==> config.mk <==
export PLATFORM = sky130hd
export DESIGN_NAME = binop_sequencer
export DESIGN_NICKNAME = d
export VERILOG_FILES = /design/src/rtl/binop_sequencer.sv
export SDC_FILE = /design/constraint.sdc
export NUM_CORES = 1
export LEC_CHECK = 0
export BUFFER_PORTS_ARGS = -buffer_cell sky130_fd_sc_hd__buf_2
export CAP_MARGIN = 20
export CORE_MARGIN = 4
export CORE_UTILIZATION = 49
export CTS_BUF_LIST = sky130_fd_sc_hd__clkbuf_2
export DETAILED_ROUTE_END_ITERATION = 16
export HOLD_SLACK_MARGIN = 0.03
export PLACE_DENSITY_LB_ADDON = 0.25
export REMOVE_ABC_BUFFERS = 1
export SKIP_CTS_REPAIR_TIMING = 1
export SLEW_MARGIN = 30
export SYNTH_ARGS = -nofsm -noshare
export SYNTH_HDL_FRONTEND = slang
export SYNTH_SLANG_ARGS = --single-unit
==> constraint.sdc <==
create_clock -name clk -period 2 [get_ports clk]
set_input_delay 0.4 -clock clk [delete_from_list [all_inputs] [get_ports clk]]
set_output_delay 0.4 -clock clk [all_outputs]
set_load 0.05 [all_outputs]
==> src/rtl/binop_sequencer.sv <==
// binop_sequencer
// ---------------
// Runs one WebAssembly binary numeric instruction between the operand stack
// and the shared ALU. Each instruction goes through these steps:
//   1. Pop b, then pop a, checking each type against the type latched at start.
//   2. Issue "a op b" to the ALU.
//   3. Wait for the ALU result.
//   4. Push the result back onto the stack.
// It reports a one-cycle done pulse, or a trap code that stays set until reset.
//
// Ports
//   clk, reset        rising-edge clock; synchronous active-low reset
//   start             begin an instruction (sampled only in IDLE)
//   opcode, exp_type  instruction opcode and expected operand type, latched on start
//   busy, done, trap  status to the CPU control unit (trap: 0 = none)
//   stack_*           pop request plus top-of-stack view; push request plus push data/type
//   alu_*             request channel (valid/ready, op, a, b) and result channel
//   dbg_state         current FSM state, for observation only
//
// Handshake: an ALU request transfers on a rising edge where alu_valid and
// alu_ready are both high. alu_valid, alu_op, alu_a and alu_b hold steady
// until that edge. alu_res_valid needs no ready; alu_result and alu_trap
// count only in a cycle where alu_res_valid is high.
//
// Trap codes: 1 = stack underflow, 2 = type mismatch, 4 = ALU timeout.
// A nonzero alu_trap is passed through unchanged.
module binop_sequencer #(
  parameter int TIMEOUT = 64,
  parameter int TW      = 4
) (
  input  logic          clk,
  input  logic          reset,
  input  logic          start,
  input  logic [7:0]    opcode,
  input  logic [1:0]    exp_type,
  output logic          busy,
  output logic          done,
  output logic [TW-1:0] trap,
  output logic          stack_pop,
  input  logic [63:0]   stack_data,
  input  logic [1:0]    stack_type,
  input  logic          stack_empty,
  output logic          stack_push,
  output logic [63:0]   push_data,
  output logic [1:0]    push_type,
  output logic          alu_valid,
  input  logic          alu_ready,
  output logic [7:0]    alu_op,
  output logic [63:0]   alu_a,
  output logic [63:0]   alu_b,
  input  logic          alu_res_valid,
  input  logic [63:0]   alu_result,
  input  logic [TW-1:0] alu_trap,
  output logic [2:0]    dbg_state
);

  typedef enum logic [2:0] {
    IDLE  = 3'd0,
    POP_B = 3'd1,
    POP_A = 3'd2,
    ISSUE = 3'd3,
    WAIT  = 3'd4,
    PUSH  = 3'd5,
    TRAP  = 3'd6
  } state_t;

  localparam int CW = $clog2(TIMEOUT + 1);
  localparam logic [TW-1:0] TRAP_UNDERFLOW = TW'(1);
  localparam logic [TW-1:0] TRAP_TYPE      = TW'(2);
  localparam logic [TW-1:0] TRAP_TIMEOUT   = TW'(4);

  state_t        state_q;
  logic [CW-1:0] cnt_q;
  logic [7:0]    op_q;
  logic [1:0]    type_q;
  logic [63:0]   a_q;
  logic [63:0]   b_q;
  logic [63:0]   res_q;
  logic          busy_q;
  logic          done_q;
  logic          push_q;
  logic          valid_q;
  logic [TW-1:0] trap_q;

  logic pop_ok;
  logic timeout_hit;

  // The top entry may be taken only when it exists and has the expected type.
  assign pop_ok = !stack_empty && (stack_type == type_q);

  // Checked at the end of an ISSUE or WAIT cycle: true when this cycle is the
  // TIMEOUT-th one spent waiting on the ALU. The >= also covers a counter that
  // reached TIMEOUT on the same edge the request was accepted.
  assign timeout_hit = (cnt_q >= CW'(TIMEOUT - 1));

  // The stack shows its top entry combinationally and removes it on the edge
  // that ends a cycle where stack_pop is high. stack_pop must therefore be
  // decided within the POP cycle, from the entry the stack is showing then.
  // It is the only output decoded from the current state. A registered
  // version would fire one cycle late, while the stack still showed b to POP_A.
  assign stack_pop = ((state_q == POP_B) || (state_q == POP_A)) && pop_ok;

  assign busy       = busy_q;
  assign done       = done_q;
  assign trap       = trap_q;
  assign stack_push = push_q;
  assign push_data  = res_q;
  assign push_type  = type_q;
  assign alu_valid  = valid_q;
  assign alu_op     = op_q;
  assign alu_a      = a_q;
  assign alu_b      = b_q;
  assign dbg_state  = state_q;

  // Registered outputs are written together with the state they belong to.
  // Each such output is therefore high for exactly the cycles that state is active.
  always_ff @(posedge clk) begin
    if (!reset) begin
      state_q <= IDLE;
      cnt_q   <= '0;
      op_q    <= '0;
      type_q  <= '0;
      a_q     <= '0;
      b_q     <= '0;
      res_q   <= '0;
      busy_q  <= 1'b0;
      done_q  <= 1'b0;
      push_q  <= 1'b0;
      valid_q <= 1'b0;
      trap_q  <= '0;
    end else begin
      done_q <= 1'b0;
      push_q <= 1'b0;
      case (state_q)
        IDLE: begin
          if (start) begin
            op_q    <= opcode;
            type_q  <= exp_type;
            busy_q  <= 1'b1;
            state_q <= POP_B;
          end
        end
        POP_B: begin
          if (stack_empty) begin
            trap_q  <= TRAP_UNDERFLOW;
            state_q <= TRAP;
          end else if (!pop_ok) begin
            trap_q  <= TRAP_TYPE;
            state_q <= TRAP;
          end else begin
            b_q     <= stack_data;
            state_q <= POP_A;
          end
        end
        POP_A: begin
          // b has already left the stack; a trap here is fatal, so it is not put back.
          if (stack_empty) begin
            trap_q  <= TRAP_UNDERFLOW;
            state_q <= TRAP;
          end else if (!pop_ok) begin
            trap_q  <= TRAP_TYPE;
            state_q <= TRAP;
          end else begin
            a_q     <= stack_data;
            valid_q <= 1'b1;
            cnt_q   <= '0;
            state_q <= ISSUE;
          end
        end
        ISSUE: begin
          if (alu_ready) begin
            valid_q <= 1'b0;
            cnt_q   <= cnt_q + CW'(1);
            state_q <= WAIT;
          end else if (timeout_hit) begin
            valid_q <= 1'b0;
            trap_q  <= TRAP_TIMEOUT;
            state_q <= TRAP;
          end else begin
            cnt_q <= cnt_q + CW'(1);
          end
        end
        WAIT: begin
          if (alu_res_valid) begin
            if (alu_trap != '0) begin
              trap_q  <= alu_trap;
              state_q <= TRAP;
            end else begin
              res_q   <= alu_result;
              push_q  <= 1'b1;
              done_q  <= 1'b1;
              state_q <= PUSH;
            end
          end else if (timeout_hit) begin
            trap_q  <= TRAP_TIMEOUT;
            state_q <= TRAP;
          end else begin
            cnt_q <= cnt_q + CW'(1);
          end
        end
        PUSH: begin
          busy_q  <= 1'b0;
          state_q <= IDLE;
        end
        TRAP: begin
          // Terminal until reset: the trap code holds, busy stays high and start is ignored.
          state_q <= TRAP;
        end
        default: begin
          state_q <= IDLE;
          busy_q  <= 1'b0;
          valid_q <= 1'b0;
        end
      endcase
    end
  end

endmodule

==> summary.txt <==
Critical Path End Type: output port
Ys Warns: 0
FFs w/ async S/R, synth: 0%
Initial Utilization: 50.6%
uppermost layer routed: met4
post-synth cell types: 46
Placed Cells: 1,549
MaxCap Viol Count: 0
RePlAce Congestion: 0.891
FF-to-FF setup slack: 70 ps
setup slack after layout: -330 ps
drt drc: 0
top_reg_cell synth: dfxtp_1
initial antenna violation count: 1
final net count: 1,678
relative slew slack: 48.7%
Final Power: 10.3 mW
Seq cells post-synth: 219
Syn-to-layout area delta: 46.7%
WL met2: 14,500 um
met3 WL: 2270 um
Final Critical Period: 2330 ps
Worst-path clk slew: 100 ps
routed len/inst: 16.3 um
Vias: 9,068
Post-synth top cells: 416 x nand2_1, 219 x dfxtp_1, 163 x a21boi_0, 43 x a21boi_1, 37 x clkbuf_1
die width: 140 um
Simple-Gate Fraction of Synth Area: 21.1%
Min-Delay Endpoint: trap[0]
Synth area leader: dfxtp_1
worst hold margin: 65.9 ps
Critical path origin: push_type[0]
final hold vios: 0
final WL: 29,000 um
final count of negative-setup-slack endpoints: 1
Layout Cells excl Fill: 1,778
gr ovfl total: 0
First DRT Iteration DRCs: 469
mux contribution to synthesized area: 0.235%
synthesized area per cell: 8.42 um2
complex-gate fraction of the synthesized area: 22.2%
worst r2r dst: cnt_q[5]
Top-Level Pins: 364
TritonCTS clock tree: built
Setup crit start kind: flip-flop
setup_tns: -330 ps
P_leak: 5.49 nW
largest net degree at the start of global routing: 94
status: complete, but fails checks
share of cells above drive strength 1: 31.7%
hold path cells: 4
die area: 19,600 um2
violated checks: setup timing
main combinational cell family by area after synthesis: compound AO/OA/AOI/OAI gates
Synth Area in XOR/XNOR: 0.309%
clk_lat worst skew: 800 ps
most common cell in the netlist: nand2_1
Core Footprint: 16,800 um2
Routed Antenna Nets: 0
post-synthesis sequential area ratio: 51.5%
CTS buffer count: 54
DP Wirelength: 17,900 um
met1 WL: 10,900 um
GR Util All Layers: 24.9%
min-delay worst type: input port to flip-flop
CTS sink count: 219
EDFF count, synth: 0
vias in the first global route: 7,895
footprint of the multi-input gates: 3800 um2
post-route core utilization: 74.3%
FF/Latch Area: 4400 um2
Final Max Tran Viols: 0
Max VDD drop: 0.800 mV
worst path arrival time: 1930 ps
DR pass1 iterations: 5
Synth top area share: 51.5%
fillers: 1,252
die height: 140 um
WS Path Type: flip-flop to output port
port bufs: 363
unrepaired setup endpoints after global routing: yes
Clock Path Buffers: 3
ranking of synthesized cells by area: dfxtp_1 51%, nand2_1 18%, a21boi_0 14%
Tightest Pin Transition: 770 ps
Pwr Density: 828 nW/um2
Final Skew: 36.4 ps
period utilization: 117%
Root Buffer: clkbuf_2
maximum clock frequency: 0.429 GHz
H-tree depth: 2
worst flop-to-flop path startpoint: push_type[0]
first-pass GRT wire length: 40,400 um
# rows: 47
Post-Synth Adder-Cell Area: 0.147%
CP max FO: 4
number of vias per cell: 5.10
Post-Synthesis Cells: 1,011
reg2reg path depth: 6
CP required: 1600 ps
Syn Std Cell Area: 8520 um2
HP Start: stack_empty
-- flip-flops by register name, indices dropped and copies added (netlist names) --
register	cells
cnt_q	7
alu_a	64
push_data	64
trap	4
push_type	2
alu_op	8
alu_b	64
dbg_state	3
alu_valid	1
stack_push	1
busy	1
-- cell usage in the layout, fill, tap and decap left out, drive strengths merged, types with 2 or more instances in the layout --
master / Yosys / layout
nand3: 8 / 8
xnor2: 3 / 3
nand4: 2 / 2
a311oi: 6 / 6
dfxtp: 219 / 219
a21boi: 207 / 207
o21ai: 7 / 7
a2111o: 2 / 2
nor2b: 4 / 4
inv: 7 / 9
diode: 0 / 2
dlygate4sd3: 0 / 141
and2: 2 / 2
nand2: 416 / 416
and3: 5 / 5
a21oi: 21 / 21
nor2: 9 / 9
nor3: 3 / 3
mux2i: 2 / 2
o21a: 2 / 2
clkbuf: 37 / 72
clkinv: 0 / 10
buf: 34 / 390
-- logic make-up after synthesis --
family / after synthesis
flip-flops: 219
AO/OA/AOI/OAI: 254
buffers and inverters: 78
AND/OR/NAND/NOR: 454
adder cells (fa/ha/maj): 1
multiplexers: 2
XOR/XNOR: 3
-- layout make-up --
class                           instances  share of cell area [%]
Antenna cell                            2                  0.0400
Clock buffer                           72                    2.88
Inverter                                7                   0.210
Timing Repair Buffer                  531                    28.5
Clock inverter                         13                   0.621
Tap cell                              220                    2.20
Multi-Input combinational cell        714                    30.4
Sequential cell                       219                    35.2
-- worst max-delay path, cell delays in order, from the launching register on --
cell	delay (ps)
dfxtp_4	360
xnor2_2	170
and3_4	250
nand3_2	100
nand2_2	120
buf_8	160
-- worst max path at each step --
| stage | to | depth (start not counted) |
|---|---|---|
| floorplan | stack_pop | 4 |
| global placement | cnt_q[3] | 7 |
| detailed placement | cnt_q[5] | 7 |
| CTS | stack_pop | 5 |
| global route | stack_pop | 5 |
| finish | stack_pop | 5 |
-- per-stage QoR --
stage,area [um2],worst slack [ps]
2_1_floorplan,8160,-1520
3_3_place_gp,10600,-112
3_5_place_dp,10600,-150
4_1_cts,11000,-650
5_1_grt,12500,-418
6_report,12500,-330
-- where the power goes --
group / leakage (nW) / switching [mW] / internal (mW) / total (mW)
clock: 0.342 / 1.73 / 1.09 / 2.82
combinational: 3.37 / 1.80 / 0.984 / 2.79
sequential: 1.77 / 0.151 / 4.59 / 4.74
total: 5.49 / 3.68 / 6.67 / 10.3
-- routing by layer --
layer	vias to the layer above	GRT usage, %
li1	4354	-
met3	111	8.54
met5	-	0
met2	417	41.4
met4	0	9.84
met1	4186	29.5
(Power assumes the default switching activity.)
